`src/rtl/shapool_pkg.sv`:
```
// rtl/shapool_pkg.sv - shared result record width, record builder and LED mode encoding
package shapool_pkg;

  localparam int RESULT_DATA_WIDTH = 32;

  typedef enum logic [1:0] {
    LED_OFF  = 2'd0,
    LED_SLOW = 2'd1,
    LED_FAST = 2'd2,
    LED_ON   = 2'd3
  } led_mode_e;

  // Record layout is {zero pad, pool_id, nonce}; pool_id sits directly above the nonce.
  function automatic logic [RESULT_DATA_WIDTH-1:0] make_record(
    input logic [31:0] pool_id,
    input logic [31:0] nonce,
    input int          nonce_width
  );
    return (pool_id << nonce_width) | nonce;
  endfunction

endpackage

```
`src/rtl/result_collector_if.sv`:
```
// rtl/result_collector_if.sv - pool/host side signal bundle of the result collector
interface result_collector_if #(
  parameter int NUM_POOLS       = 4,
  parameter int NONCE_WIDTH     = 30,
  parameter int FIFO_DEPTH_LOG2 = 2
);
  import shapool_pkg::*;

  logic                             job_start_in;
  logic [NUM_POOLS-1:0]             success_in;
  logic [NUM_POOLS*NONCE_WIDTH-1:0] nonce_in;
  logic                             pop_in;
  logic [RESULT_DATA_WIDTH-1:0]     result_out;
  logic                             result_valid_out;
  logic [FIFO_DEPTH_LOG2:0]         count_out;
  logic                             overflow_out;
  logic                             halt_out;
  logic                             ready_oe_out;
  logic                             status_led_n_out;

  modport master (
    output job_start_in, success_in, nonce_in, pop_in,
    input  result_out, result_valid_out, count_out, overflow_out,
    input  halt_out, ready_oe_out, status_led_n_out
  );

  modport slave (
    input  job_start_in, success_in, nonce_in, pop_in,
    output result_out, result_valid_out, count_out, overflow_out,
    output halt_out, ready_oe_out, status_led_n_out
  );

endinterface

```
`src/rtl/result_fifo.sv`:
```
// rtl/result_fifo.sv - read-first synchronous FIFO with registered count and flush
module result_fifo #(
  parameter int WIDTH      = 32,
  parameter int DEPTH      = 4,
  parameter int DEPTH_LOG2 = 2
) (
  input  logic                  clk_in,
  input  logic                  reset_in,
  input  logic                  flush,
  input  logic                  push,
  input  logic                  pop,
  input  logic [WIDTH-1:0]      din,
  output logic [WIDTH-1:0]      dout,
  output logic [DEPTH_LOG2:0]   count,
  output logic                  full,
  output logic                  empty
);

  logic [WIDTH-1:0]      mem [DEPTH];
  logic [DEPTH_LOG2-1:0] wr_ptr;
  logic [DEPTH_LOG2-1:0] rd_ptr;
  logic                  do_push;
  logic                  do_pop;

  assign empty   = (count == '0);
  assign full    = (count == (DEPTH_LOG2+1)'(DEPTH));
  assign dout    = mem[rd_ptr];
  assign do_pop  = pop & ~empty;
  // A pop frees the slot in the same cycle, so a full FIFO still accepts a push.
  assign do_push = push & (~full | do_pop);

  always_ff @(posedge clk_in) begin
    if (reset_in || flush) begin
      wr_ptr <= '0;
      rd_ptr <= '0;
      count  <= '0;
    end else begin
      if (do_push) begin
        mem[wr_ptr] <= din;
        wr_ptr      <= wr_ptr + 1'b1;
      end
      if (do_pop) begin
        rd_ptr <= rd_ptr + 1'b1;
      end
      case ({do_push, do_pop})
        2'b10:   count <= count + 1'b1;
        2'b01:   count <= count - 1'b1;
        default: count <= count;
      endcase
    end
  end

endmodule

```
`src/rtl/result_collector.sv`:
```
// rtl/result_collector.sv - captures per-pool success nonces, round-robin queues them for readout
module result_collector
  import shapool_pkg::*;
#(
  parameter int NUM_POOLS       = 4,
  parameter int NUM_POOLS_LOG2  = 2,
  parameter int NONCE_WIDTH     = 30,
  parameter int FIFO_DEPTH      = 4,
  parameter int FIFO_DEPTH_LOG2 = 2,
  parameter int LED_DIV_LOG2    = 22
) (
  input  logic               clk_in,
  input  logic               reset_in,
  result_collector_if.slave  bus
);

  logic [NUM_POOLS-1:0]         success_q;
  logic [NUM_POOLS-1:0]         pending;
  logic [NUM_POOLS-1:0]         rise;
  logic [NUM_POOLS-1:0]         grant_vec;
  logic [NONCE_WIDTH-1:0]       hold [NUM_POOLS];
  logic [NUM_POOLS_LOG2-1:0]    rr_ptr;
  logic [NUM_POOLS_LOG2-1:0]    grant_id;
  logic [NUM_POOLS_LOG2-1:0]    cand;
  logic                         grant_valid;
  logic                         fifo_full;
  logic                         fifo_empty;
  logic                         fifo_pop;
  logic                         space;
  logic                         overflow;
  logic                         job_active;
  logic [LED_DIV_LOG2-1:0]      led_cnt;
  logic [RESULT_DATA_WIDTH-1:0] fifo_din;
  logic [RESULT_DATA_WIDTH-1:0] fifo_dout;
  logic [FIFO_DEPTH_LOG2:0]     fifo_count;
  led_mode_e                    led_mode;
  logic                         led_n;

  assign rise     = bus.success_in & ~success_q;
  assign fifo_pop = bus.pop_in & ~fifo_empty & ~bus.job_start_in;
  assign space    = ~fifo_full | fifo_pop;

  // Round-robin search starting just after the last granted pool.
  always_comb begin
    grant_valid = 1'b0;
    grant_id    = '0;
    cand        = '0;
    for (int i = 1; i <= NUM_POOLS; i++) begin
      cand = NUM_POOLS_LOG2'((int'(rr_ptr) + i) % NUM_POOLS);
      if (!grant_valid && pending[cand]) begin
        grant_valid = 1'b1;
        grant_id    = cand;
      end
    end
    if (!space || bus.job_start_in) begin
      grant_valid = 1'b0;
    end
  end

  always_comb begin
    grant_vec = '0;
    for (int k = 0; k < NUM_POOLS; k++) begin
      grant_vec[k] = grant_valid && (grant_id == NUM_POOLS_LOG2'(k));
    end
  end

  assign fifo_din = make_record(32'(grant_id), 32'(hold[grant_id]), NONCE_WIDTH);

  always_ff @(posedge clk_in) begin
    if (reset_in) begin
      success_q  <= '0;
      pending    <= '0;
      rr_ptr     <= '0;
      overflow   <= 1'b0;
      job_active <= 1'b0;
      led_cnt    <= '0;
      for (int k = 0; k < NUM_POOLS; k++) begin
        hold[k] <= '0;
      end
    end else begin
      success_q <= bus.success_in;
      led_cnt   <= led_cnt + 1'b1;
      if (bus.job_start_in) begin
        pending    <= '0;
        rr_ptr     <= '0;
        overflow   <= 1'b0;
        job_active <= 1'b1;
      end else begin
        if (grant_valid) begin
          rr_ptr <= grant_id;
        end
        // A pool being granted this cycle frees its holding register for a new rise.
        for (int k = 0; k < NUM_POOLS; k++) begin
          if (rise[k]) begin
            if (pending[k] && !grant_vec[k]) begin
              overflow <= 1'b1;
            end else begin
              hold[k] <= bus.nonce_in[k*NONCE_WIDTH +: NONCE_WIDTH];
            end
          end
        end
        pending <= (pending & ~grant_vec) | rise;
      end
    end
  end

  result_fifo #(
    .WIDTH      (RESULT_DATA_WIDTH),
    .DEPTH      (FIFO_DEPTH),
    .DEPTH_LOG2 (FIFO_DEPTH_LOG2)
  ) u_fifo (
    .clk_in   (clk_in),
    .reset_in (reset_in),
    .flush    (bus.job_start_in),
    .push     (grant_valid),
    .pop      (fifo_pop),
    .din      (fifo_din),
    .dout     (fifo_dout),
    .count    (fifo_count),
    .full     (fifo_full),
    .empty    (fifo_empty)
  );

  always_comb begin
    led_mode = LED_OFF;
    if (!job_active) begin
      led_mode = LED_OFF;
    end else if (overflow) begin
      led_mode = LED_FAST;
    end else if (!fifo_empty) begin
      led_mode = LED_ON;
    end else begin
      led_mode = LED_SLOW;
    end
  end

  always_comb begin
    led_n = 1'b1;
    case (led_mode)
      LED_FAST: led_n = led_cnt[LED_DIV_LOG2-3];
      LED_SLOW: led_n = led_cnt[LED_DIV_LOG2-1];
      LED_ON:   led_n = 1'b0;
      default:  led_n = 1'b1;
    endcase
  end

  assign bus.result_out       = fifo_empty ? '0 : fifo_dout;
  assign bus.result_valid_out = ~fifo_empty;
  assign bus.count_out        = fifo_count;
  assign bus.overflow_out     = overflow;
  assign bus.halt_out         = fifo_full;
  assign bus.ready_oe_out     = ~fifo_empty;
  assign bus.status_led_n_out = led_n;

endmodule

```
`src/flat_wrapper.sv`:
```
// flat-port wrapper written by rule: the top's interface ports become plain ports
module result_collector_flat import shapool_pkg::*;
#(
  parameter int NUM_POOLS       = 4,
  parameter int NUM_POOLS_LOG2  = 2,
  parameter int NONCE_WIDTH     = 30,
  parameter int FIFO_DEPTH      = 4,
  parameter int FIFO_DEPTH_LOG2 = 2,
  parameter int LED_DIV_LOG2    = 22
)
  (clk_in, reset_in, bus_job_start_in, bus_success_in, bus_nonce_in, bus_pop_in, bus_result_out, bus_result_valid_out, bus_count_out, bus_overflow_out, bus_halt_out, bus_ready_oe_out, bus_status_led_n_out);
  result_collector_if #(.NUM_POOLS(NUM_POOLS), .NONCE_WIDTH(NONCE_WIDTH), .FIFO_DEPTH_LOG2(FIFO_DEPTH_LOG2)) bus_i ();
  input  logic clk_in;
  input  logic reset_in;
  input wire logic [$bits(bus_i.job_start_in)-1:0] bus_job_start_in;
  input wire logic [$bits(bus_i.success_in)-1:0] bus_success_in;
  input wire logic [$bits(bus_i.nonce_in)-1:0] bus_nonce_in;
  input wire logic [$bits(bus_i.pop_in)-1:0] bus_pop_in;
  output wire logic [$bits(bus_i.result_out)-1:0] bus_result_out;
  output wire logic [$bits(bus_i.result_valid_out)-1:0] bus_result_valid_out;
  output wire logic [$bits(bus_i.count_out)-1:0] bus_count_out;
  output wire logic [$bits(bus_i.overflow_out)-1:0] bus_overflow_out;
  output wire logic [$bits(bus_i.halt_out)-1:0] bus_halt_out;
  output wire logic [$bits(bus_i.ready_oe_out)-1:0] bus_ready_oe_out;
  output wire logic [$bits(bus_i.status_led_n_out)-1:0] bus_status_led_n_out;
  assign bus_i.job_start_in = bus_job_start_in;
  assign bus_i.success_in = bus_success_in;
  assign bus_i.nonce_in = bus_nonce_in;
  assign bus_i.pop_in = bus_pop_in;
  assign bus_result_out = bus_i.result_out;
  assign bus_result_valid_out = bus_i.result_valid_out;
  assign bus_count_out = bus_i.count_out;
  assign bus_overflow_out = bus_i.overflow_out;
  assign bus_halt_out = bus_i.halt_out;
  assign bus_ready_oe_out = bus_i.ready_oe_out;
  assign bus_status_led_n_out = bus_i.status_led_n_out;
  result_collector #(.NUM_POOLS(NUM_POOLS), .NUM_POOLS_LOG2(NUM_POOLS_LOG2), .NONCE_WIDTH(NONCE_WIDTH), .FIFO_DEPTH(FIFO_DEPTH), .FIFO_DEPTH_LOG2(FIFO_DEPTH_LOG2), .LED_DIV_LOG2(LED_DIV_LOG2)) u_core (.clk_in(clk_in), .reset_in(reset_in), .bus(bus_i));
endmodule
```
`config.mk`:
```
export PLATFORM = sky130hd
export DESIGN_NAME = result_collector_flat
export DESIGN_NICKNAME = d
export VERILOG_FILES = /design/src/rtl/shapool_pkg.sv /design/src/rtl/result_collector_if.sv /design/src/rtl/result_fifo.sv /design/src/rtl/result_collector.sv /design/src/flat_wrapper.sv
export SDC_FILE = /design/constraint.sdc
export NUM_CORES = 1
export LEC_CHECK = 0
export BUFFER_PORTS_ARGS = -buffer_cell sky130_fd_sc_hd__buf_2
export CELL_PAD_IN_SITES_DETAIL_PLACEMENT = 1
export CELL_PAD_IN_SITES_GLOBAL_PLACEMENT = 1
export CORE_UTILIZATION = 40
export DETAILED_ROUTE_END_ITERATION = 10
export PLACE_DENSITY = 0.74
export SETUP_SLACK_MARGIN = 0.3
export SYNTH_ARGS = -nofsm -noshare
export SYNTH_HDL_FRONTEND = slang
export SYNTH_SLANG_ARGS = --single-unit
```
`constraint.sdc`:
```
create_clock -name clk_in -period 8.4 [get_ports clk_in]
set_input_delay 0.84 -clock clk_in [delete_from_list [all_inputs] [get_ports clk_in]]
set_output_delay 0.84 -clock clk_in [all_outputs]
set_load 0.005 [all_outputs]
```
==> results.json <==
{
  "start_util_pct": 41.1,
  "crit_arrival_ps": 2380,
  "outcome": "complete, no violations",
  "cts.sinks": 291,
  "hpwl_um": 18200,
  "via_count": 7183,
  "cp_data_required_time_ps": 7560,
  "insertion_delay_ps": 560,
  "avgSynthCellArea_um2": 14.5,
  "ant_nets": 0,
  "cts_buffers": 28,
  "syn-cell-area_um2": 12000,
  "multi_input_area_um2": 3480,
  "tightestPinTransition_ps": 1190,
  "end_kind": "primary output",
  "dr_wl_met2_um": 13800,
  "yosysTopAreaCell": "edfxtp_1",
  "ys_seq_elements": 291,
  "min_period_ps": 3220,
  "ys_warn_count": 0,
  "power_switching_w": 0.000678,
  "critical_path_class": "reg -> out",
  "synth_cell_type_count": 50,
  "p_clk_share_pct": 41.3,
  "cts_tree": "done",
  "regArea_um2": 8310,
  "p_int_w": 0.00245,
  "cts-resized-gates": 0,
  "clock.fmax_mhz": 310,
  "finalPower_w": 0.00312,
  "viasPerCell": 5.18,
  "grt_max_degree": 36,
  "combPwrFrac_pct": 5.8,
  "m1WireLength_um": 12600,
  "antenna_found_initial": 1,
  "holdBufCountCts": 0,
  "dieArea_um2": 30600,
  "port_buffers": 167,
  "grt_pass1_vias": 7605,
  "post-cts-setup-buffers": 0,
  "final.fill_count": 2972,
  "gp_congestion": 0.780,
  "grt_pass1_wl_um": 43500,
  "h-tree-depth": 1,
  "cts.path.max_buffers": 3,
  "ios": 168,
  "hold_path.class": "reg -> reg",
  "seq_power_share_pct": 52.9,
  "wl_per_cell_um": 20.7,
  "p_leak_nw": 5.23,
  "p_sw_share_pct": 21.7,
  "grt_usage_pct": 18.8,
  "area_delta_synth_final_pct": 18.6,
  "synth_nets": 958,
  "grt_overflow": 0,
  "synthCells": 823,
  "top_layer_used": "met4",
  "num_rows": 62,
  "routed-wl-met3_um": 1790,
  "rsz0062_at_grt": "false",
  "fin_setup_tns_ps": 0,
  "drive_gt1_share_pct": 27.4,
  "startpoint_type": "flop",
  "synth.top_cell.area_share_pct": 62.2,
  "core_area_um2": 29100,
  "routed_wl_um": 28600,
  "cap_violations": 0,
  "die_x_um": 175,
  "synth-main-ff-cell": "edfxtp_1",
  "layout.nets": 1115,
  "drc_errors": 0,
  "dr.pass1.iters": 8,
  "clk_pin_slew_ps": 60,
  "seq_area_frac_synth_pct": 69.4,
  "finalMaxSlewViolations": 0,
  "hold_violations": 0,
  "max_slew_margin_pct": 20.4,
  "cp_max_fo": 32,
  "synth-edff-count": 248,
  "setup_violations": 0,
  "vdd_drop_max_mv": 0.112,
  "cts-root-buf": "clkbuf_16",
  "clock-skew-final_ps": 17.7,
  "die_y_um": 175,
  "drt_iter0_drc": 567,
  "power_density_nw_per_um2": 220,
  "synthArstFlopShare_pct": 0,
  "synth_top_cells_by_area": "edfxtp_1 (62%), dfxtp_1 (7.2%), and2_1 (6.4%)",
  "fin_crit_sh_pct": 38.3
}
[layout by cell type, fill, tap and decap left out, types with 4 or more instances in the layout]
master	n
edfxtp_1	248
buf_2	167
and2_1	122
nand2_1	79
dfxtp_1	41
nor2b_1	38
nor2_1	36
mux4_2	32
a222oi_1	30
clkbuf_16	28
a21oi_1	16
inv_1	14
xnor2_1	14
buf_4	10
o21ai_0	9
nor3_1	9
xor2_1	9
nand2b_1	7
nand3_1	6
ha_1	6
or3_1	5
clkinv_1	5
and3_2	4
clkbuf_1	4
bufinv_16	4
[worst paths after layout]
check,startpoint,endpoint,slack [ps],depth (start not counted)
worst max-delay path,flop,bus_result_out[4],5180,4
worst max register to register,u_core.rr_ptr[1],u_core.hold[0][1],5320,5
worst min-delay path,u_core.led_cnt[0],u_core.led_cnt[0],460,1
worst min register to register,u_core.led_cnt[0],u_core.led_cnt[0],460,1
[area by class of cell]
cell class                      count  area share (%)
Antenna cell                        1          0.0176
Clock buffer                       33            5.14
Clock inverter                     18            1.58
Inverter                           14           0.370
Multi-Input combinational cell    468            24.5
Sequential cell                   291            58.5
Tap cell                          384            3.38
Timing Repair Buffer              177            6.42
[through the flow]
step,cell area [um2],cells,hold WS [ps],util (%),worst slack [ps]
floorplan,12000,823,418,-,4470
global placement,13200,1334,432,45.5,5090
detailed placement,13200,1334,448,45.5,5030
CTS,14200,1385,458,48.8,5130
global route,14200,1386,483,48.8,5050
finish,14200,1386,462,48.8,5180
[per-layer routing]
metal	up-vias	GRT usage, %
li1	3343	-
met1	3542	25.7
met2	260	31.4
met3	38	3.02
met4	0	4.46
met5	-	0
[kinds of logic (layout without fill, tap and decap cells)]
logic type	count (synthesis)	in the layout	share of synthesized area, %
adders and majority gates	7	7	0.795
and+or+nand+nor	326	326	14.6
buffers and inverters	64	242	2.19
AOI/OAI and AO/OA	80	80	5.30
DFF	291	291	69.4
other	0	1	0
xor gates and xnor gates	23	23	1.68
muxes	32	32	6.02
[flip-flops by register name, indices dropped and copies added, names as in the netlist, named ones only]
name                     count
u_core.rr_ptr                2
u_core.u_fifo.count          3
u_core.success_q             4
u_core.hold                120
u_core.job_active            1
u_core.pending               4
u_core.bus.overflow_out      1
u_core.u_fifo.wr_ptr         2
u_core.u_fifo.rd_ptr         2
u_core.led_cnt              22
u_core.u_fifo.mem          128
[power by group through the flow]
stage	Sequential (W)	Combinational, W	Clock (W)
2_1_floorplan	0.00168	0.0000985	0
3_3_place_gp	0.00168	0.000177	0
3_5_place_dp	0.00168	0.000182	0
4_1_cts	0.00165	0.000184	0.00131
5_1_grt	0.00166	0.000200	0.00136
6_report	0.00165	0.000181	0.00129
[worst max-delay path: stages (launching register included)]
cell,delay [ps]
dfxtp_2,310
buf_4,520
mux4_2,590
nor2b_1,210
buf_2,170
[cells in the mapped netlist (5+ instances only)]
master / number
mux4_2: 32
nand3_1: 6
nor3_1: 11
edfxtp_1: 248
ha_1: 6
a21oi_1: 16
nor2b_1: 38
nand2_1: 81
inv_1: 14
and3_1: 6
a222oi_1: 30
and2_1: 122
xor2_1: 9
xnor2_1: 14
buf_2: 8
nor2_1: 37
a211oi_1: 5
nand2b_1: 7
clkbuf_1: 34
o21ai_0: 9
dfxtp_1: 43
or3_1: 5
(Power assumes the default switching activity.)
